File: config.mk
export PLATFORM = sky130hd
export DESIGN_NAME = cordic_seq_ctrl
export DESIGN_NICKNAME = d
export VERILOG_FILES = /design/src/rtl/cordic_pkg.sv /design/src/rtl/cordic_iter_counter.sv /design/src/rtl/cordic_seq_ctrl.sv
export SDC_FILE = /design/constraint.sdc
export NUM_CORES = 1
export LEC_CHECK = 0
export ABC_AREA = 1
export BUFFER_PORTS_ARGS = -buffer_cell sky130_fd_sc_hd__buf_2
export CELL_PAD_IN_SITES_DETAIL_PLACEMENT = 1
export CELL_PAD_IN_SITES_GLOBAL_PLACEMENT = 2
export CORE_ASPECT_RATIO = 0.8
export CORE_MARGIN = 8
export CORE_UTILIZATION = 30
export CTS_CLUSTER_DIAMETER = 50
export DETAILED_ROUTE_END_ITERATION = 10
export PLACE_DENSITY = 0.82
export SYNTH_ARGS = -nofsm -noshare
export SYNTH_HDL_FRONTEND = slang
export SYNTH_SLANG_ARGS = --single-unit
export TNS_END_PERCENT = 10
File: constraint.sdc
create_clock -name clk -period 1.9 [get_ports clk]
set_input_delay 0.19 -clock clk [delete_from_list [all_inputs] [get_ports clk]]
set_output_delay 0.19 -clock clk [all_outputs]
set_load 0.01 [all_outputs]
File: src/rtl/cordic_pkg.sv
// -----------------------------------------------------------------------------
// cordic_pkg
// Shared definitions for the CORDIC sine/cosine sequencing logic:
//   - cordic_state_e : 3-bit state encoding of the sequencing FSM
//   - OP_*           : operation select codes (cosine / sine)
//   - REG_*          : quadrant codes delivered by range reduction
//   - needs_invert() : final sign correction rule for an op/quadrant pair
// -----------------------------------------------------------------------------
package cordic_pkg;

  typedef enum logic [2:0] {
    ST_IDLE      = 3'd0,
    ST_LOAD_IN   = 3'd1,
    ST_INIT      = 3'd2,
    ST_START_ADD = 3'd3,
    ST_WAIT_ADD  = 3'd4,
    ST_UPDATE    = 3'd5,
    ST_SIGN_FIX  = 3'd6,
    ST_DONE      = 3'd7
  } cordic_state_e;

  localparam logic OP_COS = 1'b0;
  localparam logic OP_SIN = 1'b1;

  localparam logic [1:0] REG_NONE0   = 2'b00;
  localparam logic [1:0] REG_INV_COS = 2'b01;
  localparam logic [1:0] REG_INV_SIN = 2'b10;
  localparam logic [1:0] REG_NONE3   = 2'b11;

  // Only two quadrant/operation pairs flip the sign of the final result;
  // codes 00 and 11 never do.
  function automatic logic needs_invert(input logic op, input logic [1:0] region);
    return ((op == OP_COS) && (region == REG_INV_COS)) ||
           ((op == OP_SIN) && (region == REG_INV_SIN));
  endfunction

endpackage

File: src/rtl/cordic_iter_counter.sv
// -----------------------------------------------------------------------------
// cordic_iter_counter
// Loadable up-counter with synchronous clear, count enable and a terminal
// flag. The count saturates at LAST instead of wrapping, so it never exceeds
// LAST.
// Ports:
//   clk      in  clock, rising edge
//   rst      in  asynchronous active-low reset (count -> 0)
//   clr      in  synchronous clear (highest priority)
//   load     in  synchronous load of load_val
//   load_val in  value captured when load=1
//   en       in  count enable (ignored once term=1)
//   count    out current count
//   term     out count == LAST
// -----------------------------------------------------------------------------
module cordic_iter_counter #(
  parameter int W    = 5,
  parameter int LAST = 23
) (
  input  logic         clk,
  input  logic         rst,
  input  logic         clr,
  input  logic         load,
  input  logic [W-1:0] load_val,
  input  logic         en,
  output logic [W-1:0] count,
  output logic         term
);

  logic [W-1:0] count_reg;

  assign term  = (count_reg == W'(LAST));
  assign count = count_reg;

  always_ff @(posedge clk or negedge rst) begin
    if (!rst) begin
      count_reg <= '0;
    end else if (clr) begin
      count_reg <= '0;
    end else if (load) begin
      count_reg <= load_val;
    end else if (en && !term) begin
      count_reg <= count_reg + 1'b1;
    end
  end

endmodule

File: src/rtl/cordic_seq_ctrl.sv
// -----------------------------------------------------------------------------
// cordic_seq_ctrl
// Sequencing FSM for the CORDIC sine/cosine datapath. On a start request it
// latches the operation and quadrant, loads the input registers, initialises
// the iteration registers, then runs ITER micro-rotations, each one a
// handshake with the floating-point add/sub unit. A stalled add/sub is
// abandoned after TMO cycles and flagged. Finally the sign-corrected result is
// captured and offered with a ready/ack handshake.
// Ports:
//   clk               in  clock, rising edge
//   rst               in  asynchronous active-low reset
//   beg_fsm_cordic    in  start request (IDLE only)
//   ack_cordic        in  consumer acknowledge (DONE only)
//   operation         in  0 = cosine, 1 = sine
//   shift_region_flag in  quadrant code from range reduction
//   add_sub_ready     in  FP add/sub result valid (WAIT_ADD only)
//   busy              out high in every state except IDLE
//   load_inputs       out pulse: capture angle into input registers
//   sel_mux_init      out 1 = iteration regs take initial values
//   load_regs_iter    out pulse: capture X/Y/Z iteration results
//   enab_add_sub      out pulse: start FP add/sub
//   iter_count        out current micro-rotation index
//   invert_sign       out final sign-inverter control
//   load_result       out pulse: capture sign-corrected result
//   ready_cordic      out result valid, held until ack
//   err_timeout       out add/sub stalled; valid with ready_cordic
// All outputs are decoded from registered state only.
// -----------------------------------------------------------------------------
module cordic_seq_ctrl
  import cordic_pkg::*;
#(
  parameter int ITER  = 24,
  parameter int CNT_W = 5,
  parameter int TMO   = 15
) (
  input  logic             clk,
  input  logic             rst,
  input  logic             beg_fsm_cordic,
  input  logic             ack_cordic,
  input  logic             operation,
  input  logic [1:0]       shift_region_flag,
  input  logic             add_sub_ready,
  output logic             busy,
  output logic             load_inputs,
  output logic             sel_mux_init,
  output logic             load_regs_iter,
  output logic             enab_add_sub,
  output logic [CNT_W-1:0] iter_count,
  output logic             invert_sign,
  output logic             load_result,
  output logic             ready_cordic,
  output logic             err_timeout
);

  // The wait counter only has to reach TMO-1: the TMO-th WAIT_ADD cycle is
  // the one in which the timeout is taken.
  localparam int WAIT_W = (TMO < 2) ? 1 : $clog2(TMO);

  cordic_state_e state_reg, state_next;

  logic       op_reg;
  logic [1:0] region_reg;
  logic       err_reg;

  logic              iter_term;
  logic [WAIT_W-1:0] wait_count;
  logic              wait_term;
  logic              timeout_hit;

  // Ready wins over a simultaneous timeout.
  assign timeout_hit = (state_reg == ST_WAIT_ADD) && !add_sub_ready && wait_term;

  // Micro-rotation index: cleared in INIT, advanced in UPDATE, saturates at
  // ITER-1 so it still shows the last index through SIGN_FIX and DONE.
  cordic_iter_counter #(
    .W    (CNT_W),
    .LAST (ITER - 1)
  ) u_iter_cnt (
    .clk      (clk),
    .rst      (rst),
    .clr      (state_reg == ST_INIT),
    .load     (1'b0),
    .load_val ('0),
    .en       (state_reg == ST_UPDATE),
    .count    (iter_count),
    .term     (iter_term)
  );

  // Cycles spent in WAIT_ADD for the current add/sub request.
  cordic_iter_counter #(
    .W    (WAIT_W),
    .LAST (TMO - 1)
  ) u_wait_cnt (
    .clk      (clk),
    .rst      (rst),
    .clr      (state_reg == ST_START_ADD),
    .load     (1'b0),
    .load_val ('0),
    .en       (state_reg == ST_WAIT_ADD),
    .count    (wait_count),
    .term     (wait_term)
  );

  always_ff @(posedge clk or negedge rst) begin
    if (!rst) begin
      state_reg <= ST_IDLE;
    end else begin
      state_reg <= state_next;
    end
  end

  // Operation and quadrant are captured only on the start transition, so the
  // inputs are free to change for the rest of the run.
  always_ff @(posedge clk or negedge rst) begin
    if (!rst) begin
      op_reg     <= OP_COS;
      region_reg <= REG_NONE0;
    end else if ((state_reg == ST_IDLE) && beg_fsm_cordic) begin
      op_reg     <= operation;
      region_reg <= shift_region_flag;
    end
  end

  // Sticky until the next INIT so it stays valid alongside ready_cordic.
  always_ff @(posedge clk or negedge rst) begin
    if (!rst) begin
      err_reg <= 1'b0;
    end else if (state_reg == ST_INIT) begin
      err_reg <= 1'b0;
    end else if (timeout_hit) begin
      err_reg <= 1'b1;
    end
  end

  assign err_timeout = err_reg;

  always_comb begin
    state_next     = state_reg;
    busy           = 1'b1;
    load_inputs    = 1'b0;
    sel_mux_init   = 1'b0;
    load_regs_iter = 1'b0;
    enab_add_sub   = 1'b0;
    load_result    = 1'b0;
    ready_cordic   = 1'b0;

    case (state_reg)
      ST_IDLE: begin
        busy = 1'b0;
        if (beg_fsm_cordic) begin
          state_next = ST_LOAD_IN;
        end
      end
      ST_LOAD_IN: begin
        load_inputs = 1'b1;
        state_next  = ST_INIT;
      end
      ST_INIT: begin
        sel_mux_init   = 1'b1;
        load_regs_iter = 1'b1;
        state_next     = ST_START_ADD;
      end
      ST_START_ADD: begin
        enab_add_sub = 1'b1;
        state_next   = ST_WAIT_ADD;
      end
      ST_WAIT_ADD: begin
        if (add_sub_ready) begin
          state_next = ST_UPDATE;
        end else if (wait_term) begin
          state_next = ST_SIGN_FIX;
        end
      end
      ST_UPDATE: begin
        load_regs_iter = 1'b1;
        state_next     = iter_term ? ST_SIGN_FIX : ST_START_ADD;
      end
      ST_SIGN_FIX: begin
        load_result = 1'b1;
        state_next  = ST_DONE;
      end
      ST_DONE: begin
        ready_cordic = 1'b1;
        if (ack_cordic) begin
          state_next = ST_IDLE;
        end
      end
      default: begin
        busy       = 1'b0;
        state_next = ST_IDLE;
      end
    endcase

    // Forced low in IDLE even though the latched op/region persist there.
    invert_sign = busy && needs_invert(op_reg, region_reg);
  end

endmodule

==> results.rst <==
.. list-table::
   :header-rows: 1

   * - Metric
     - Value
   * - Horizontal die dimension
     - 80.6 um
   * - Worst Hold Path EP
     - op_reg
   * - Count of non-filler cells in the finished layout
     - 204
   * - Largest register FFs
     - 5
   * - Number of antenna cells inserted
     - 0
   * - Setup violations, final
     - 0
   * - Timing-limited maximum frequency
     - 0.616 GHz
   * - Maximum clock path buffer count
     - 2
   * - Flops & latches, synth
     - 16
   * - Leakage Power
     - 0.717 nW
   * - Post-Syn Nets
     - 152
   * - TritonCTS clock tree
     - yes
   * - Max-cap viol count
     - 0
   * - Smallest hold slack
     - 173 ps
   * - Clock buffer count from CTS
     - 3
   * - Fin. Hold Viols
     - 0
   * - Cell type contributing the most total cell area after synthesis
     - sky130_fd_sc_hd__dfrtp_1
   * - Share of the synthesized area in the top cell type
     - 0.400
   * - Count of buffers inserted at the top-level ports
     - 21
   * - Net count of the finished layout
     - 176
   * - Antenna violations before repair
     - 0
   * - Post-CTS setup buffer count
     - 0
   * - Drt first pass iters
     - 4
   * - Worst Reg2Reg Path Length in Cells
     - 8
   * - Reg-to-Reg Start
     - u_iter_cnt.count[0]
   * - Detailed-route wire length per cell
     - 13.9 um
   * - Number of sinks driven by the clock tree
     - 16
   * - CTS Root Buffer Type
     - sky130_fd_sc_hd__clkbuf_8
   * - Detailed-route DRC error count
     - 0
   * - Placement row count
     - 18
   * - Data arrival time of the critical path
     - 1430 ps
   * - Filler cell count in the final layout
     - 422
   * - Wire length of the first global-routing pass
     - 4.86 mm
   * - Post-Route Setup TNS
     - 0 ps
   * - Placed cells
     - 199
   * - Global router's overall resource usage
     - 0.114
   * - Layout area overhead
     - 20.5%
   * - Worst Max-Slew Pin Slew
     - 391 ps
   * - Floorplan die height
     - 67.7 um
   * - Setup repair after global routing missed its margin
     - no
   * - Number of pins with negative max-slew slack in the final report
     - 0
   * - Worst Hold Class
     - input port to flop
   * - Number of cells on the worst hold path
     - 3
   * - Critical Path Sink Type
     - primary output
   * - Post-synthesis cell type count
     - 20
   * - Path type of the worst setup path
     - flop to primary output
   * - Clk_skew
     - 2.75 ps
   * - Critical path required time
     - 1710 ps
   * - Cells after Synth
     - 141
   * - Outcome
     - complete, no violations
   * - Total wirelength of the detailed-routed design
     - 2.84 mm
   * - Proportion of synthesized chip area in sequential cells
     - 0.400
   * - Congestion Overflow GR
     - 0
   * - Post-route antenna net violation count
     - 0
   * - Largest driver fanout on the critical path
     - 7
   * - Share of post-route cells with drive strength above 1
     - 0.244
   * - VDD IR max
     - 688 uV
   * - Via density
     - 4.65
   * - Number of top-level pins
     - 22
   * - Min Tclk post-route
     - 1620 ps
   * - Critical R2R Capture
     - u_iter_cnt.count[3]
   * - Number of global-route vias before repair
     - 1039
   * - Effective utilization at floorplan
     - 0.320
   * - R2r setup slk
     - 470 ps
   * - Post-synth design cell area
     - 0.00100 mm2
   * - Core Box Area
     - 0.00313 mm2
   * - Die Footprint
     - 0.00545 mm2
   * - Worst Hold Launch
     - operation
   * - Crit path launch type
     - flop
   * - Depth of the CTS H-tree
     - 1
   * - Number of DRC markers in iteration 0
     - 34
   * - Leading post-synthesis cells by cell area
     - sky130_fd_sc_hd__dfrtp_1, sky130_fd_sc_hd__nand2_1, sky130_fd_sc_hd__nand3_1
   * - Rel. slew slack
     - 0.739
   * - Final weighted congestion in routability-driven placement
     - 0.806
   * - Average cell area after synthesis
     - 7.10 um2
   * - Total power density per cell area
     - 1370 mW/mm2
   * - Post-CTS clock slew at the launch and capture registers of the worst setup and hold paths
     - 70 ps
   * - Half-perimeter wire length after detailed placement
     - 2.25 mm
   * - Total number of yosys warnings
     - 0
   * - Fin crit share
     - 0.854
   * - Maximum number of pins on one net before global-route repair
     - 17
   * - Total number of vias
     - 948
   * - Insertion delay of the later-clocked pin in the worst-skew pair
     - 250 ps
## timing repair
action,in CTS,in global routing
gates resized for setup,0,0
hold buffers,1,0
hold endpoints to repair,16,0
## cell usage in the layout (no fill, tap or decap)
master,instances
sky130_fd_sc_hd__a211oi_1,1
sky130_fd_sc_hd__a21oi_1,5
sky130_fd_sc_hd__buf_2,21
sky130_fd_sc_hd__clkbuf_8,4
sky130_fd_sc_hd__dfrtp_1,16
sky130_fd_sc_hd__dlygate4sd3_1,1
sky130_fd_sc_hd__ha_1,3
sky130_fd_sc_hd__inv_1,18
sky130_fd_sc_hd__inv_2,3
sky130_fd_sc_hd__inv_4,1
sky130_fd_sc_hd__nand2_1,41
sky130_fd_sc_hd__nand2_2,4
sky130_fd_sc_hd__nand3_1,14
sky130_fd_sc_hd__nand3_2,1
sky130_fd_sc_hd__nand4_1,5
sky130_fd_sc_hd__nor2_1,11
sky130_fd_sc_hd__nor2_2,5
sky130_fd_sc_hd__nor2_4,1
sky130_fd_sc_hd__nor3_1,1
sky130_fd_sc_hd__o21ai_0,3
sky130_fd_sc_hd__o21ai_1,2
sky130_fd_sc_hd__xor2_1,3
## cell type report
class | count | area [um2] | area share
clock buffer | 4 | 55.1 | 0.0456
inverter | 22 | 85.1 | 0.0705
multi-input combinational | 100 | 500 | 0.415
sequential | 16 | 400 | 0.332
tap | 40 | 50.0 | 0.0415
timing repair buffer | 22 | 115 | 0.0954
## worst max-delay path by stage
stage,start,end,depth (start not counted)
finish,state_reg[0],invert_sign,5
global route,state_reg[0],invert_sign,5
CTS,state_reg[0],invert_sign,5
detailed placement,u_wait_cnt.count[0],u_wait_cnt.count[3],8
global placement,state_reg[1],invert_sign,5
floorplan,u_iter_cnt.count[1],u_iter_cnt.count[3],8
## synth_stat cells
cell type and number:
sky130_fd_sc_hd__nand2_1 41, sky130_fd_sc_hd__inv_1 18, sky130_fd_sc_hd__dfrtp_1 16, sky130_fd_sc_hd__nand3_1 14, sky130_fd_sc_hd__nor2_1 11, sky130_fd_sc_hd__a21oi_1 5
sky130_fd_sc_hd__nand4_1 5, sky130_fd_sc_hd__nor2_2 5, sky130_fd_sc_hd__nand2_2 4, sky130_fd_sc_hd__buf_2 3, sky130_fd_sc_hd__ha_1 3, sky130_fd_sc_hd__inv_2 3
sky130_fd_sc_hd__o21ai_0 3, sky130_fd_sc_hd__xor2_1 3, sky130_fd_sc_hd__o21ai_1 2, sky130_fd_sc_hd__a211oi_1 1, sky130_fd_sc_hd__inv_4 1, sky130_fd_sc_hd__nand3_2 1
sky130_fd_sc_hd__nor2_4 1, sky130_fd_sc_hd__nor3_1 1
## critical path, stage by stage (launching register included)
cell and delay (ps):
sky130_fd_sc_hd__dfrtp_1 510, sky130_fd_sc_hd__inv_2 80, sky130_fd_sc_hd__nand2_1 130, sky130_fd_sc_hd__nor2_2 80, sky130_fd_sc_hd__a211oi_1 210, sky130_fd_sc_hd__buf_2 170
## power by group
group	total [W]	switching, W	internal, W	leakage [nW]
sequential	0.000574	0.000139	0.000434	0.206
clock	0.000311	0.000126	0.000184	0.0288
combinational	0.000768	0.000508	0.000259	0.482
total	0.00165	0.000774	0.000878	0.717
## cell families after synthesis
kind of cell	synth area share
AO/OA/AOI/OAI	0.0575
XOR/XNOR	0.0263
adder cells (fa/ha/maj)	0.0375
buffers and inverters	0.100
flip-flops	0.400
AND/OR/NAND/NOR	0.379
## per-stage QoR
step	worst slack (ps)	power (W)	area, um2	util
after floorplan	638	0.00110	1000	-
after global placement	554	0.00132	1140	0.365
after detailed placement	493	0.00136	1140	0.365
after CTS	250	0.00168	1210	0.385
after global routing	132	0.00180	1210	0.385
final	277	0.00165	1210	0.385
## per-layer routing
metal / wire length (um) / part of all wire / vias up / track usage
met3: 96 / 0.034 / 2 / 0.0292
met5: 0 / 0 / - / 0
li1: - / - / 490 / -
met2: 1230 / 0.44 / 18 / 0.168
met4: 27 / 0.0095 / 0 / 0.0475
met1: 1480 / 0.52 / 438 / 0.153
(Power assumes the default switching activity.)
